==> config.mk <==
export PLATFORM = sky130hd
export DESIGN_NAME = control_unit_flat
export DESIGN_NICKNAME = d
export VERILOG_FILES = /design/src/rtl/control_unit_if.sv /design/src/rtl/control_unit.sv /design/src/flat_wrapper.sv
export SDC_FILE = /design/constraint.sdc
export NUM_CORES = 1
export LEC_CHECK = 0
export ABC_CLOCK_PERIOD_IN_PS = 3000
export CORE_MARGIN = 1.5
export CORE_UTILIZATION = 41
export DETAILED_ROUTE_END_ITERATION = 6
export PLACE_DENSITY = 0.81
export SYNTH_ARGS = -nofsm -noshare
export SYNTH_HDL_FRONTEND = slang
export SYNTH_SLANG_ARGS = --single-unit
==> constraint.sdc <==
create_clock -name clock -period 3 [get_ports clock]
set_clock_uncertainty 0.2 [all_clocks]
set_input_delay 0.3 -clock clock [delete_from_list [all_inputs] [get_ports clock]]
set_output_delay 0.3 -clock clock [all_outputs]
set_load 0.02 [all_outputs]
==> src/rtl/control_unit_if.sv <==
// Control unit signal bundle: instruction/handshake inputs and control strobes.
// The master modport is the control unit. The slave modport is the datapath or
// memory side that feeds it.
interface control_unit_if;
  logic [7:0] ir_value;
  logic       mem_ack;
  logic       step;
  logic       mem_req;
  logic       ir_write;
  logic       pc_inc;
  logic       gp_reg_write;
  logic       gp_reg_read;
  logic       latch_ula;
  logic       grab_ula;
  logic [3:0] ula_operation;
  logic       halted;
  logic       illegal_op;
  logic [7:0] instr_count;

  modport master (
    input  ir_value, mem_ack, step,
    output mem_req, ir_write, pc_inc, gp_reg_write, gp_reg_read,
           latch_ula, grab_ula, ula_operation, halted, illegal_op, instr_count
  );

  modport slave (
    output ir_value, mem_ack, step,
    input  mem_req, ir_write, pc_inc, gp_reg_write, gp_reg_read,
           latch_ula, grab_ula, ula_operation, halted, illegal_op, instr_count
  );
endinterface

==> src/rtl/control_unit.sv <==
// Multi-cycle control unit FSM for the 8-bit accumulator CPU.
// Every output is registered, and it is computed from the next state, so the
// outputs line up with the current state as Moore outputs.
// Optional macro CTRL_SINGLE_STEP_EN: DECODE waits for a step pulse before it
// dispatches the instruction.
module control_unit (
  input  logic          clock,
  input  logic          reset,
  control_unit_if.master bus
);

  typedef enum logic [2:0] {
    FETCH, LOAD_IR, DECODE, OPERAND, WRITE_A, ALU_EXEC, OUT_EXEC, HALT
  } state_t;

  state_t     state_reg, state_next;
  logic       decode_exit, decode_illegal;

  logic       mem_req_reg, mem_req_next;
  logic       ir_write_reg, ir_write_next;
  logic       pc_inc_reg, pc_inc_next;
  logic       gp_reg_write_reg, gp_reg_write_next;
  logic       gp_reg_read_reg, gp_reg_read_next;
  logic       latch_ula_reg, latch_ula_next;
  logic       grab_ula_reg, grab_ula_next;
  logic [3:0] ula_operation_reg, ula_operation_next;
  logic       halted_reg, halted_next;
  logic       illegal_op_reg, illegal_op_next;
  logic [7:0] instr_count_reg, instr_count_next;

  wire [3:0] opcode = bus.ir_value[7:4];

`ifndef CTRL_SINGLE_STEP_EN
  // step only matters in single-step builds.
  logic unused_step;
  assign unused_step = bus.step;
`endif

  // State and registered outputs. Reset clears every strobe, including mem_req.
  always_ff @(posedge clock) begin
    if (reset) begin
      state_reg         <= FETCH;
      mem_req_reg       <= 1'b0;
      ir_write_reg      <= 1'b0;
      pc_inc_reg        <= 1'b0;
      gp_reg_write_reg  <= 1'b0;
      gp_reg_read_reg   <= 1'b0;
      latch_ula_reg     <= 1'b0;
      grab_ula_reg      <= 1'b0;
      ula_operation_reg <= 4'h0;
      halted_reg        <= 1'b0;
      illegal_op_reg    <= 1'b0;
      instr_count_reg   <= 8'h00;
    end else begin
      state_reg         <= state_next;
      mem_req_reg       <= mem_req_next;
      ir_write_reg      <= ir_write_next;
      pc_inc_reg        <= pc_inc_next;
      gp_reg_write_reg  <= gp_reg_write_next;
      gp_reg_read_reg   <= gp_reg_read_next;
      latch_ula_reg     <= latch_ula_next;
      grab_ula_reg      <= grab_ula_next;
      ula_operation_reg <= ula_operation_next;
      halted_reg        <= halted_next;
      illegal_op_reg    <= illegal_op_next;
      instr_count_reg   <= instr_count_next;
    end
  end

  // Next-state logic. mem_ack only counts while a request is actually out.
  always_comb begin
    state_next     = state_reg;
    decode_exit    = 1'b0;
    decode_illegal = 1'b0;
    case (state_reg)
      FETCH:    if (mem_req_reg && bus.mem_ack) state_next = LOAD_IR;
      LOAD_IR:  state_next = DECODE;
      DECODE: begin
`ifdef CTRL_SINGLE_STEP_EN
        decode_exit = bus.step;
`else
        decode_exit = 1'b1;
`endif
        if (decode_exit) begin
          case (opcode)
            4'h0:    state_next = FETCH;
            4'h1:    state_next = OPERAND;
            4'h2:    state_next = ALU_EXEC;
            4'h3:    state_next = OUT_EXEC;
            4'hF:    state_next = HALT;
            default: begin
              state_next     = FETCH;
              decode_illegal = 1'b1;
            end
          endcase
        end
      end
      OPERAND:  if (mem_req_reg && bus.mem_ack) state_next = WRITE_A;
      WRITE_A:  state_next = FETCH;
      ALU_EXEC: state_next = FETCH;
      OUT_EXEC: state_next = FETCH;
      HALT:     state_next = HALT;
      default:  state_next = FETCH;
    endcase
  end

  // Output decode of the state being entered, so the registers match it next cycle.
  always_comb begin
    mem_req_next       = 1'b0;
    ir_write_next      = 1'b0;
    pc_inc_next        = 1'b0;
    gp_reg_write_next  = 1'b0;
    gp_reg_read_next   = 1'b0;
    latch_ula_next     = 1'b0;
    grab_ula_next      = 1'b0;
    ula_operation_next = 4'h0;
    halted_next        = 1'b0;
    illegal_op_next    = decode_illegal;
    instr_count_next   = instr_count_reg;
    if (decode_exit) instr_count_next = instr_count_reg + 8'd1;
    case (state_next)
      FETCH, OPERAND: mem_req_next = 1'b1;
      LOAD_IR: begin
        ir_write_next = 1'b1;
        pc_inc_next   = 1'b1;
      end
      WRITE_A: begin
        gp_reg_write_next = 1'b1;
        pc_inc_next       = 1'b1;
      end
      ALU_EXEC: begin
        gp_reg_read_next   = 1'b1;
        latch_ula_next     = 1'b1;
        ula_operation_next = bus.ir_value[3:0];
      end
      OUT_EXEC: grab_ula_next = 1'b1;
      HALT:     halted_next   = 1'b1;
      default:  ;
    endcase
  end

  assign bus.mem_req       = mem_req_reg;
  assign bus.ir_write      = ir_write_reg;
  assign bus.pc_inc        = pc_inc_reg;
  assign bus.gp_reg_write  = gp_reg_write_reg;
  assign bus.gp_reg_read   = gp_reg_read_reg;
  assign bus.latch_ula     = latch_ula_reg;
  assign bus.grab_ula      = grab_ula_reg;
  assign bus.ula_operation = ula_operation_reg;
  assign bus.halted        = halted_reg;
  assign bus.illegal_op    = illegal_op_reg;
  assign bus.instr_count   = instr_count_reg;

endmodule

==> src/flat_wrapper.sv <==
// flat-port wrapper written by rule: the top's interface ports become plain ports
module control_unit_flat 
  (clock, reset, bus_ir_value, bus_mem_ack, bus_step, bus_mem_req, bus_ir_write, bus_pc_inc, bus_gp_reg_write, bus_gp_reg_read, bus_latch_ula, bus_grab_ula, bus_ula_operation, bus_halted, bus_illegal_op, bus_instr_count);
  control_unit_if bus_i ();
  input  logic clock;
  input  logic reset;
  input wire logic [$bits(bus_i.ir_value)-1:0] bus_ir_value;
  input wire logic [$bits(bus_i.mem_ack)-1:0] bus_mem_ack;
  input wire logic [$bits(bus_i.step)-1:0] bus_step;
  output wire logic [$bits(bus_i.mem_req)-1:0] bus_mem_req;
  output wire logic [$bits(bus_i.ir_write)-1:0] bus_ir_write;
  output wire logic [$bits(bus_i.pc_inc)-1:0] bus_pc_inc;
  output wire logic [$bits(bus_i.gp_reg_write)-1:0] bus_gp_reg_write;
  output wire logic [$bits(bus_i.gp_reg_read)-1:0] bus_gp_reg_read;
  output wire logic [$bits(bus_i.latch_ula)-1:0] bus_latch_ula;
  output wire logic [$bits(bus_i.grab_ula)-1:0] bus_grab_ula;
  output wire logic [$bits(bus_i.ula_operation)-1:0] bus_ula_operation;
  output wire logic [$bits(bus_i.halted)-1:0] bus_halted;
  output wire logic [$bits(bus_i.illegal_op)-1:0] bus_illegal_op;
  output wire logic [$bits(bus_i.instr_count)-1:0] bus_instr_count;
  assign bus_i.ir_value = bus_ir_value;
  assign bus_i.mem_ack = bus_mem_ack;
  assign bus_i.step = bus_step;
  assign bus_mem_req = bus_i.mem_req;
  assign bus_ir_write = bus_i.ir_write;
  assign bus_pc_inc = bus_i.pc_inc;
  assign bus_gp_reg_write = bus_i.gp_reg_write;
  assign bus_gp_reg_read = bus_i.gp_reg_read;
  assign bus_latch_ula = bus_i.latch_ula;
  assign bus_grab_ula = bus_i.grab_ula;
  assign bus_ula_operation = bus_i.ula_operation;
  assign bus_halted = bus_i.halted;
  assign bus_illegal_op = bus_i.illegal_op;
  assign bus_instr_count = bus_i.instr_count;
  control_unit u_core (.clock(clock), .reset(reset), .bus(bus_i));
endmodule
Word level (Yosys, flattened, before mapping) --
Cells that the tools add are included.
Storage, ports and cells: register bits after elaboration 23, memory bits (read-only) 0, logic and storage cells 54, RAM bits 0, output and inout bits 21, bits in latches 0, memories 0, input bits 12
Operators by class: add/subtract/negate cells 1, multipliers 0, divide/modulo/power cells 0, equal/unequal tests 17, muxes and demuxes 13, reductions and logical operators 10, shifts and indexed selects 0, bitwise gates (word level) 2, order comparisons 0
Operators with widths (number):
- == test 3 bit (second input constant) | 8
- case mux 3 bit (6 select lines) | 1
- case mux 3 bit (4 select lines) | 1
- == test 3 x 2 -> 1 bit (second input constant) | 3
- 2-to-1 mux 1 bit | 9
- adder 8 x 1 -> 8 bit (second input constant) | 1
- == test 4 x 2 -> 1 bit (second input constant) | 2
- OR reduction 2 bit | 4
- == test 3 x 1 -> 1 bit (second input constant) | 2
- zero test 3 bit | 2
- 2-to-1 mux 3 bit | 2
- OR reduction 5 bit | 1
- == test 4 x 1 -> 1 bit (second input constant) | 1
- == test 4 bit (second input constant) | 1
- zero test 4 bit | 1
- OR reduction 3 bit | 1
- inverter 1 bit | 2
- logical AND 1 bit | 1

Logic depth before layout (Yosys ltp) --
Gate-level depths: netlist (run 1).
depth in word-level cells 6, depth in mapped cells 5, depth with buffers taken out 5

Worst setup path before layout (run 1) --
OpenSTA, ideal clock, no wires.
path type flip-flop to flip-flop, from reg u_core.state_reg[2], to reg u_core.pc_inc_reg (netlist: u_core.bus.pc_inc), path slack 1355 ps, data required time 2683 ps, library setup time 117 ps, arrival 1328 ps, clock period less this slack 1645 ps, buffers on the path 1, stages on the path, launching flop included 6, cells stage by stage dfxtp_1 -> clkbuf_1 -> nor3b_4 -> o211ai_1 -> and3b_1 -> a32o_1
On the way: word-level cells in the longest chain between the ends 6, elaborated cells on any way between the ends 16, those cells by class eq/ne: 9; mux: 4; reduce/logical: 3
RTL lines:
- start: declaration | RTL line control_unit.sv:16 | state_t state_reg, state_next;
- start signal: assignment | RTL line control_unit.sv:55 | state_reg <= state_next;
- == test 3 bit | RTL line control_unit.sv:75 | case (state_reg)
- OR reduction 3 bit (no source line)
- case mux 3 bit (6 select lines) (*) | RTL line control_unit.sv:75
- == test 3 x 1 -> 1 bit / == test 3 bit (equally long branches) | RTL line control_unit.sv:121 | case (state_next)
- OR reduction 2 bit (no source line) (*)
- 2-to-1 mux 1 bit (*) | RTL line control_unit.sv:121
- end signal: assignment | RTL line control_unit.sv:58 | pc_inc_reg <= pc_inc_next;
- end: declaration | RTL line control_unit.sv:21 | logic pc_inc_reg, pc_inc_next;
Every way passes the cells marked *; elsewhere a longest branch is shown, timed or not. A chain may end at the register's enable or synchronous reset.

Worst setup path in the final report (run 1) --
from reg u_core.instr_count_reg[0] (netlist: u_core.bus.instr_count[0]), to out bus_instr_count[0]
RTL lines:
- start: declaration | RTL line control_unit.sv:29 | logic [7:0] instr_count_reg, instr_count_next;
- start signal: assignment | RTL line control_unit.sv:66 | instr_count_reg <= instr_count_next;
- end: declaration | RTL line flat_wrapper.sv:20 | output wire logic [$bits(bus_i.instr_count)-1:0] bus_instr_count;
No word-level cell between the ends.

==> results by group, run 1 <==
Global route
  – Pin count of the biggest net entering global routing: 15
  – First-pass GRT wire length: 3.167 mm
  – Initial antenna violation count: 0
  – Vias in the first global route: 728
  – Gr usage total: 15.98%
  – Grt ovf: 0

Pwr
  – P_int: 386.4 uW
  – Pwr Density: 384.7 nW/um^2
  – Sw frac: 24.62%
  – Clock share of power: 29.0%
  – Share of power burned in registers: 61.3%
  – Peak supply drop: 243.9 uV
  – Leakage power: 0.4764 nW
  – Logic pwr share: 9.6%
  – Total chip power: 512.6 uW
  – Switch Pwr: 126.2 uW

Timing
  – Final TNS setup: 0 ps
  – Period minus WS final: 1886 ps
  – Worst slew margin: 66.17%
  – Final setup viols: 0
  – Setup WS post-layout: 1114 ps
  – Hold Vio Cnt, Final: 0
  – Fmax: 530.2 MHz
  – Fin crit share: 62.87%
  – RSZ-0062 raised after global routing: false
  – Fin Hold WS: 331.7 ps
  – Slew Limit Fails: 0
  – Worst-margin pin slew: 505.9 ps

Synth
  – Synth cell types: 34
  – Most frequent cells after synthesis: dfxtp_1, nor2_1, and3_1
  – Post-synthesis sequential area ratio: 47.12%
  – YS warnings: 0
  – Mapped Cells: 103
  – Most instantiated library cell after synthesis: dfxtp_1
  – Asr flop ratio synth: 0%
  – Synth Flop Type: dfxtp_1
  – #FFs+latches synth: 23
  – Post-synth top area cell: dfxtp_1
  – Post-Synthesis Net Count: 116
  – Top post-synthesis cells by area: dfxtp_1, and3_1, a21oi_1, nor2_1, nand2_1
  – Top-area cell type share of the netlist area: 47.12%
  – Number of flops mapped to enable cells by yosys: 0
  – Syn avg cell area: 9.487 sq um
  – Cell Area, Synth: 977.2 sq um

Status
  – Status: complete, no violations

Setup path
  – Nature of the critical path startpoint: flop
  – Slowest cell on crit path: clkdlybuf4s50_1
  – CP Max Fanout: 5
  – Req. time, crit path: 2500 ps
  – Cell family with most CP delay: buffers and inverters
  – Crit path largest cell delay: 640 ps
  – Register-to-Register Path Depth: 4
  – CP Capture Type: primary output
  – Worst setup path class: flop to primary output
  – Worst endpoint data arrival time: 1390 ps
  – WP buf/inv: 1
  – WP depth: 1
  – Crit-path cells: clkdlybuf4s50_1

Place
  – PortBufs: 31
  – Pre-CTS WS: 923.0 ps
  – Placer's final routability congestion estimate: 0.8143
  – Dpl hpwl: 1.442 mm

Clock tree
  – CTS HTree Levels: 1
  – Hold-fix buffers, CTS: 0
  – Maximum clock insertion buffer count: 2
  – Num CTS Buffers: 3
  – CTS sink cnt: 23
  – Clock slew at reported path FFs: 140 ps
  – CTS resizes: 0
  – CTS tree: built
  – Setup bufs post-CTS: 0
  – Clock Latency Late Sink: 320 ps
  – Clock tree root buffer cell: clkbuf_4

Cells and area
  – Layout Utilization: 59.66%
  – Nets: 148
  – Layout area overhead: 36.36%
  – Sequential cell area: 460.4 sq um
  – Ratio of cells with drive above 1 in the final layout: 4.478%
  – Multi-input logic area: 489.2 sq um
  – Fillers: 195
  – Max reg flops: 8
  – Antenna diodes: 0

Flow run
  – Max_cap viols: 0

Worst hold path
  – Hold path cells: 2
  – Hold crit path type: input pin to flop

Floorplanning
  – Boundary pin count: 33
  – Starting Density: 43.75%
  – CORE AREA: 2233 sq um
  – Die width: 51.82 um
  – Placement row count: 17
  – Die area: 2685 sq um
  – Height of the die: 51.82 um

Detailed routing
  – DRC viols: 0
  – Via density: 5.235
  – ANT nets after route: 0
  – Initial DRC Count: 6
  – Final wirelength: 1.924 mm
  – Routed vias: 848
  – Routed len/inst: 11.88 um
  – Drt first pass iters: 4
==> cells by family (layout without fill, tap and decap cells) <==
logic type               Yosys count  after routing  share of synthesized area [%]
AND/OR/NAND/NOR                   47             47                          29.07
flip-flops                        23             23                          47.12
AO/OA/AOI/OAI                     19             19                          13.32
XOR/XNOR                           6              6                          5.379
buffers and inverters              6             37                          2.817
adder cells (fa/ha/maj)            1              1                          1.280
multiplexers                       1              1                          1.024
==> worst reg2reg max path, stage by stage, from the launching register on <==
cell and delay [ps]:
dfxtp_1 510, nor3b_4 360, o211ai_1 220, and3b_1 250, a32o_1 220
==> worst paths after layout <==
check | endpoint | slack [ps] | startpoint
worst min-delay path | u_core.bus.ula_operation[0] | 330 | bus_ir_value[0]
worst max register to register | u_core.bus.pc_inc | 1140 | u_core.state_reg[1]
worst max-delay path | bus_instr_count[0] | 1110 | u_core.bus.instr_count[0]
worst min register to register | u_core.bus.instr_count[7] | 330 | u_core.bus.instr_count[7]
==> power groups by stage <==
stage | logic [mW] | clock network, mW | registers [mW]
5_1_grt | 0.0539 | 0.171 | 0.315
4_1_cts | 0.0492 | 0.152 | 0.314
3_5_place_dp | 0.0491 | 0 | 0.321
3_3_place_gp | 0.0481 | 0 | 0.321
2_1_floorplan | 0.0216 | 0 | 0.322
6_report | 0.0493 | 0.149 | 0.314
==> through the flow <==
stage / cell area (sq um) / cells
6_report: 1333 / 162
5_1_grt: 1333 / 162
4_1_cts: 1333 / 162
3_5_place_dp: 1303 / 158
3_3_place_gp: 1303 / 158
2_1_floorplan: 977.2 / 103
==> area by class of cell <==
class | count | share of cell area (%)
clock inverter | 1 | 0.5634
multi-input combinational | 74 | 36.71
tap | 28 | 2.629
timing repair buffer | 31 | 23.29
clock buffer | 3 | 1.690
inverter | 2 | 0.5634
sequential | 23 | 34.55
==> cell usage in the layout (no fill, tap or decap), drive strengths merged, types with 3 or more instances in the layout <==
master,n
clkdlybuf4s50,31
clkbuf,3
and2,4
nand4,3
and3,8
nand2,7
xor2,3
dfxtp,23
nor2,9
xnor2,3
a21oi,8
o21ai,3
==> layer usage <==
metal	GRT usage (%)	vias to the layer above	wire [um]
met5	0	-	0
met4	9.211	0	48
met3	2.586	4	76
met2	25.11	23	926
met1	20.58	391	873
li1	-	430	-
Note: power is estimated with default switching activity, not from simulation.
==> run 2: changes to the inputs <==
--- a/config.mk
+++ b/config.mk
@@ -5,7 +5,7 @@
 export SDC_FILE = /design/constraint.sdc
 export NUM_CORES = 1
 export LEC_CHECK = 0
-export ABC_CLOCK_PERIOD_IN_PS = 3000
+export ABC_CLOCK_PERIOD_IN_PS = 1750
 export CORE_MARGIN = 1.5
 export CORE_UTILIZATION = 41
 export DETAILED_ROUTE_END_ITERATION = 6
==> constraint.sdc (replaced) <==
create_clock -name clock -period 1.75 [get_ports clock]
set_clock_uncertainty 0.2 [all_clocks]
set_input_delay 0.175 -clock clock [delete_from_list [all_inputs] [get_ports clock]]
set_output_delay 0.175 -clock clock [all_outputs]
set_load 0.02 [all_outputs]
==> results by group, run 2 (synthesis results as in run 1) <==
Setup path
  – CP Capture Type: primary output
  – Crit path largest cell delay: 620 ps (-20 ps)
  – Req. time, crit path: 1370 ps (-1130 ps)
  – Crit-path cells: clkdlybuf4s50_1
  – Worst setup path class: flop to primary output
  – CP Max Fanout: 3 (-2)
  – Cell family with most CP delay: buffers and inverters
  – Nature of the critical path startpoint: flop
  – Slowest cell on crit path: clkdlybuf4s50_1
  – WP buf/inv: 1 (unchanged)
  – Worst endpoint data arrival time: 1330 ps (-60 ps)

Status
  – Status: complete, no violations

Detailed routing
  – Via density: 5.083 (-2.9%)
  – Routed vias: 859 (+1.3%)
  – Routed len/inst: 13.00 um (+9.5%)
  – ANT nets after route: 0 (unchanged)
  – Final wirelength: 2.197 mm (+14%)
  – Drt first pass iters: 4 (unchanged)
  – Initial DRC Count: 27 (+21)
  – DRC viols: 0 (unchanged)

Pwr
  – Peak supply drop: 479.5 uV (+97%)
  – Leakage power: 0.6086 nW (+28%)
  – Total chip power: 870.8 uW (+70%)
  – Pwr Density: 625.8 nW/um^2 (+63%)

Global route
  – Initial antenna violation count: 0 (unchanged)
  – First-pass GRT wire length: 3.436 mm (+8.5%)
  – Vias in the first global route: 824 (+13%)
  – Grt ovf: 0 (unchanged)
  – Gr usage total: 17.56% (+1.6 points)
  – Pin count of the biggest net entering global routing: 13 (-2)

Floorplanning
  – Die width: 51.82 um (unchanged)
  – CORE AREA: 2233 sq um (unchanged)
  – Boundary pin count: 33 (unchanged)
  – Die area: 2685 sq um (unchanged)
  – Starting Density: 43.75% (unchanged)
  – Placement row count: 17 (unchanged)
  – Height of the die: 51.82 um (unchanged)

Cells and area
  – Antenna diodes: 0 (unchanged)
  – Ratio of cells with drive above 1 in the final layout: 8.511% (+4.0 points)
  – Layout Utilization: 62.30% (+2.6 points)
  – Most frequent cells in the layout: clkdlybuf4s50_1, dfxtp_1, nor2_1
  – Layout area overhead: 42.38%
  – Nets: 155 (+4.7%)
  – Most common cell after layout, fill and taps aside: clkdlybuf4s50_1
  – Max reg flops: 8 (unchanged)

Timing
  – Period minus WS final: 1704 ps
  – Final setup viols: 0 (unchanged)
  – Slew Limit Fails: 0 (unchanged)
  – Hold Vio Cnt, Final: 0 (unchanged)
  – Worst-margin pin slew: 430.8 ps (-75.09 ps)
  – Final TNS setup: 0 ps (unchanged)
  – RSZ-0062 raised after global routing: false
  – Fin crit share: 97.37%
  – Worst slew margin: 71.24% (+5.1 points)
  – Fmax: 586.9 MHz

Clock tree
  – Clock tree root buffer cell: clkbuf_4
  – CTS HTree Levels: 1 (unchanged)
  – CTS sink cnt: 23 (unchanged)
  – Setup bufs post-CTS: 0 (unchanged)
  – Clock Latency Late Sink: 300 ps (-20 ps)
  – Clock slew at reported path FFs: 120 ps (-20 ps)
  – Maximum clock insertion buffer count: 2 (unchanged)
  – CTS tree: built
  – Num CTS Buffers: 3 (unchanged)

Flow run
  – Max_cap viols: 0 (unchanged)

Worst hold path
  – Hold crit path type: input pin to flop

Place
  – Dpl hpwl: 1.604 mm (+11%)
  – Placer's final routability congestion estimate: 0.8246 (+1.3%)
  – PortBufs: 31 (unchanged)
==> run 2: power breakdown <==
| group | leakage (nW) | internal (mW) | total [mW] | switching [mW] |
|---|---|---|---|---|
| Clock | 0.0150 | 0.0889 | 0.237 | 0.148 |
| Combinational | 0.408 | 0.0530 | 0.0959 | 0.0429 |
| Sequential | 0.186 | 0.530 | 0.538 | 0.00798 |
| Total | 0.609 | 0.672 | 0.871 | 0.199 |
==> run 2: per-layer routing <==
layer | global-route usage (%) | routed length (um)
met5 | 0 | 0
met4 | 11.84 | 51
met3 | 1.149 | 74
met2 | 29.96 | 1109
met1 | 20.94 | 962
==> run 2: area by class of cell <==
type                            count  area (sq um)
Timing Repair Buffer               38         372.9
Fill cell                         199         842.1
Clock buffer                        4         26.28
Inverter                            2         7.507
Tap cell                           28         35.03
Sequential cell                    23         460.4
Multi-Input combinational cell     74         489.2
==> run 2: metrics by stage <==
step / instances / worst slack, ps / hold WS [ps] / area, sq um
6_report: 169 / 46.01 / 227.6 / 1391
5_1_grt: 169 / 11.55 / 213.8 / 1391
4_1_cts: 169 / 5.600 / 216.3 / 1379
3_5_place_dp: 165 / -180.1 / 311.7 / 1355
3_3_place_gp: 165 / -111.6 / 299.7 / 1355
2_1_floorplan: 103 / 105.0 / 46.61 / 977.2
==> run 2: worst paths after layout <==
kind                        startpoint                           to  slack (ps)  cells after the start
max          u_core.bus.instr_count[6]           bus_instr_count[6]          50                      1
min                    bus_ir_value[2]  u_core.bus.ula_operation[2]         230                      2
max reg2reg        u_core.state_reg[0]            u_core.bus.pc_inc          80                      4
min reg2reg  u_core.bus.instr_count[5]    u_core.bus.instr_count[5]         340                      2
==> run 2: what timing repair did <==
item / CTS / global route
resized for setup: 2 / 5
hold buffers: 0 / 0
endpoints found under the setup margin: 2 / 5
==> edit 1, RTL diff (settings of run 1) <==
Encoding of `state_t`: now one-hot (8 bits for 8 states).
--- a/src/rtl/control_unit.sv
+++ b/src/rtl/control_unit.sv
@@ -9,8 +9,8 @@
   control_unit_if.master bus
 );
 
-  typedef enum logic [2:0] {
-    FETCH, LOAD_IR, DECODE, OPERAND, WRITE_A, ALU_EXEC, OUT_EXEC, HALT
+  typedef enum logic [7:0] {
+    FETCH = 8'b00000001, LOAD_IR = 8'b00000010, DECODE = 8'b00000100, OPERAND = 8'b00001000, WRITE_A = 8'b00010000, ALU_EXEC = 8'b00100000, OUT_EXEC = 8'b01000000, HALT = 8'b10000000
   } state_t;
 
   state_t     state_reg, state_next;
Formal check against the unedited RTL: same outputs for any inputs over 10 cycles, from zero or initial values and one cycle with reset high; not proved beyond that.
==> edit 1 against run 1 <==
Wire length grew 21%. Setup slack lost 0.31 ns. Hold slack lost 0.0082 ns. Area after synthesis grew 16%. Design area grew 12%. Register-to-register slack lost 0.11 ns. Sequential power grew 21%. Critical endpoint is now u_core.bus.ula_operation[1]. Power grew 18%. Clock power grew 21%. Sequential cell count grew 5. Non-clock buffer count is the same.
==> edit 1: results (changes against run 1) <==
[grt]
grt_pass1_wl_um=4060  ; +28%
first_global_vias=964  ; +32%
grt_max_degree=16  ; +1
grt.total_usage=0.166  ; +0.00574

[synthesis]
synth_ff_type=dfxtp_1
synth_compound_area_frac=0.0564  ; -0.0767
yosysSeqAreaShare=0.496  ; +0.0244
syn_inst=117  ; +14%
synth-xor-area-share=0.0465  ; -0.00732
ys_types=35  ; +2.9%
synth.area.top_cells=dfxtp_1 (50%), nor2_1 (4.3%), nand3_1 (3.1%)
synthMuxAreaShare=0.0288  ; +0.0185
syn_nets=130  ; +12%
yosys-top-cells-count=dfxtp_1 (28), nor2_1 (13), nand3_1 (7)
synthAdderAreaFrac=0.0111  ; -0.00174

[clocking]
clkSlewWorstSetupHoldPaths_ns=0.14  ; about the same
max-clock-path-buffers=2  ; unchanged
cts_root_buffer=clkbuf_4

[setup_path]
r2r-start=u_core.state_reg[0]
reg2reg_depth=4  ; unchanged
path_max_fanout=13  ; +8
r2r-end=u_core.bus.instr_count[7]
slowest_stage=clkdlybuf4s50_1
path_delay_family=simple AND/OR/NAND/NOR gates
rrSetupSlack_ns=1.03  ; -0.11 ns
arrival_ns=2.28  ; +0.89 ns

[detailed_routing]
viasPerCell=5.59  ; +6.7%
wl_per_cell_um=13.0  ; +9.7%
wl_um=2330  ; +21%
drtIter0Drc=23  ; +17

[pwr]
p_leak_nw=0.537  ; +13%
ir_worst_vdd_mv=0.307  ; +26%

[place]
dpl.hpwl_um=1770  ; +23%
gp_congestion=0.769  ; -5.5%

[cells_and_area]
layout-drive-gt1-share=0.0604  ; +0.0156
fillers=223  ; +14%
antennaDiodeCount=0  ; unchanged
fin_nets=163  ; +10%

[min_path]
worstHoldEndpoint=u_core.bus.ula_operation[3]
min-delay-start=bus_ir_value[3]
whs_path_depth=2  ; unchanged
min_path_type=input port to flip-flop

[run_status]
status=finished clean

[sta]
relSlewSlack=0.598  ; -0.0639

-- edit 1: cell types whose count changed after synthesis, moves of 3 or more --
cell | run 1 | this run
nor4_1 | 0 | 4
nor2_1 | 9 | 13
nand2b_1 | 0 | 3
dfxtp_1 | 23 | 28
a21oi_1 | 7 | 1
nor3_1 | 2 | 6
and3_1 | 8 | 4
nand3_1 | 1 | 7
-- edit 1: worst reg2reg max path: cells and delay by family, from the launching register on --
kind	cells	cell delay (ns)
muxes	1	0.32
DFF	1	0.41
and+or+nand+nor	3	0.93
-- edit 1: cell type report --
class	instances	area [um^2]	share of cell area
sequential	28	561	0.376
multi-input combinational	85	544	0.365
inverter	1	3.75	0.00251
tap	30	37.5	0.0251
clock buffer	4	36.3	0.0243
timing repair buffer	31	310	0.208
-- edit 1: metrics by stage --
step	hold slack, ns	util	worst slack, ns
floorplan	0.177	-	1.16
global placement	0.281	0.572	0.615
detailed placement	0.314	0.572	0.505
CTS	0.312	0.587	0.808
global route	0.310	0.587	0.546
finish	0.323	0.587	0.801
-- edit 1: worst max-delay path by stage --
stage	slack, ns	endpoint	start
2_1_floorplan	1.16	u_core.bus.instr_count[5]	u_core.state_reg[3]
3_3_place_gp	0.62	u_core.bus.ula_operation[0]	reset
3_5_place_dp	0.50	u_core.bus.ula_operation[3]	reset
4_1_cts	0.81	u_core.bus.ula_operation[1]	reset
5_1_grt	0.55	u_core.bus.ula_operation[0]	reset
6_report	0.80	u_core.bus.ula_operation[1]	reset
-- edit 1: power breakdown --
part / leakage [nW] / switching, W / internal (W) / total [W]
logic: 0.290 / 0.0000202 / 0.0000223 / 0.0000426
registers: 0.226 / 0.00000372 / 0.000376 / 0.000379
clock network: 0.0210 / 0.000107 / 0.0000743 / 0.000181
total: 0.537 / 0.000131 / 0.000472 / 0.000603
-- edit 1: per-layer routing --
metal  up-vias  GRT usage  share of wire
met5         -          0              0
met4         0     0.0592         0.0056
met3         2     0.0539          0.054
met2        35      0.287           0.50
met1       478      0.189           0.44
li1        485          -              -
-- edit 1: kinds of logic after synthesis --
| group | count (synthesis) |
|---|---|
| AO/OA/AOI/OAI | 10 |
| XOR/XNOR | 6 |
| adder cells (fa/ha/maj) | 1 |
| buffers and inverters | 4 |
| flip-flops | 28 |
| multiplexers | 3 |
| AND/OR/NAND/NOR | 65 |
==> edit 2, RTL diff (settings of run 1) <==
Without the edit above. Build with the macro `CTRL_SINGLE_STEP_EN` defined.
--- a/src/rtl/control_unit.sv
+++ b/src/rtl/control_unit.sv
@@ -3,6 +3,8 @@
 // outputs line up with the current state as Moore outputs.
 // Optional macro CTRL_SINGLE_STEP_EN: DECODE waits for a step pulse before it
 // dispatches the instruction.
+`define CTRL_SINGLE_STEP_EN
+
 module control_unit (
   input  logic          clock,
   input  logic          reset,
Function: changed (Yosys sat finds a counterexample within 10 cycles, from zero or initial values and one cycle with reset high).
==> edit 2 against run 1 <==
Power grew 0.51%. Clock power decreased by 7%. Area after synthesis rose by 0.64%. Setup slack got worse by 0.15 ns. Wire length is 4.2% higher. Hold slack got worse by 0.022 ns. Sequential cell count is the same. Design area up 1.4%. Register-to-register slack got worse by 0.06 ns. Critical endpoint is now u_core.bus.ula_operation[0]. Largest power group unchanged. Highest routed layer unchanged.
==> edit 2: results (changes against run 1) <==
[synthesis]
syn_nets=114  ; -1.7%
synth.avg_cell_area_um2=9.74  ; +2.6%
ys_types=38  ; +12%
yosys-top-cells-count=dfxtp_1 (23), nor2_1 (11), nor3_1 (7)
yosysSeqAreaShare=0.468  ; -0.00300

[place]
gp_congestion=0.864  ; +6.1%
dpl_cell_area_mm2=0.00132  ; +1.6%
dpl.hpwl_um=1560  ; +8.2%
port_buffers=32  ; +3.2%

[setup_path]
startpoint=bus_ir_value[7]
path_max_fanout=8  ; +3
slowest_stage=or4b_1
rrSetupSlack_ns=1.08  ; -0.06 ns
endpoint=u_core.bus.ula_operation[0]
max_stage_delay_ns=0.56  ; -0.08 ns
r2r-start=u_core.state_reg[2]

[cells_and_area]
layout-drive-gt1-share=0.0746  ; +0.0299
fillers=197  ; +1.0%

[pwr]
p_leak_nw=0.475  ; -0.22%
sw_frac_of_total=0.240  ; -0.00625
ir_worst_vdd_mv=0.270  ; +11%

[detailed_routing]
wl_per_cell_um=12.4  ; +4.2%

[min_path]
min_path_type=flip-flop to flip-flop

[grt]
grt_pass1_wl_um=3380  ; +6.8%
first_global_vias=826  ; +13%

[clocking]
clkLatencyLatePin_ns=0.30  ; -0.02 ns
clkSlewWorstSetupHoldPaths_ns=0.12  ; -0.02 ns

[run_status]
status=finished clean

[sta]
tightest_slew_ns=0.545  ; +0.0390 ns
period_minus_slack_ns=2.03  ; +0.145 ns

## edit 2: changes by cell type in the layout (fill, tap and decap cells not counted), moves of 4 or more
cell     before  now
and3_1        8    1
nor3_1        2    7
a21oi_1       7    3
nor4b_1       1    5
## edit 2: worst min-delay path by stage
stage	start	slack [ns]	endpoint	cells after the start
floorplan	reset	0.18	u_core.bus.illegal_op	1
global placement	u_core.bus.instr_count[1]	0.28	u_core.bus.instr_count[1]	2
detailed placement	u_core.bus.instr_count[1]	0.30	u_core.bus.instr_count[1]	2
CTS	u_core.bus.instr_count[1]	0.32	u_core.bus.instr_count[1]	2
global route	u_core.bus.instr_count[1]	0.33	u_core.bus.instr_count[1]	2
finish	u_core.bus.instr_count[1]	0.31	u_core.bus.instr_count[1]	2
## edit 2: power groups by stage
stage          registers (W)   logic, W  clock network (W)
6_report            0.000316  0.0000601           0.000139
5_1_grt             0.000317  0.0000653           0.000155
4_1_cts             0.000316  0.0000601           0.000146
3_5_place_dp        0.000323  0.0000599                  0
3_3_place_gp        0.000322  0.0000585                  0
2_1_floorplan       0.000327  0.0000245                  0
## edit 2: final cells by class
type,instances,share of cell area
clock inverter,1,0.00370
sequential,23,0.341
inverter,4,0.0111
clock buffer,3,0.0167
timing repair buffer,32,0.237
tap,28,0.0259
multi-input combinational,71,0.365
## edit 2: metal layers
layer  vias up  routed length, um  GRT usage
li1        436                  -          -
met1       396                893      0.201
met2        20               1010      0.276
met3         4                 78     0.0230
met4         0                 26      0.118
met5         -                  0          0
## edit 2: cell families (layout without fill, tap and decap cells)
group                    after synthesis  in the layout  synth area share
flip-flops                            23             23             0.468
AND/OR/NAND/NOR                       49             49             0.304
buffers and inverters                  7             40            0.0305
AO/OA/AOI/OAI                         15             15             0.131
adder cells (fa/ha/maj)                1              1            0.0127
XOR/XNOR                               6              6            0.0534
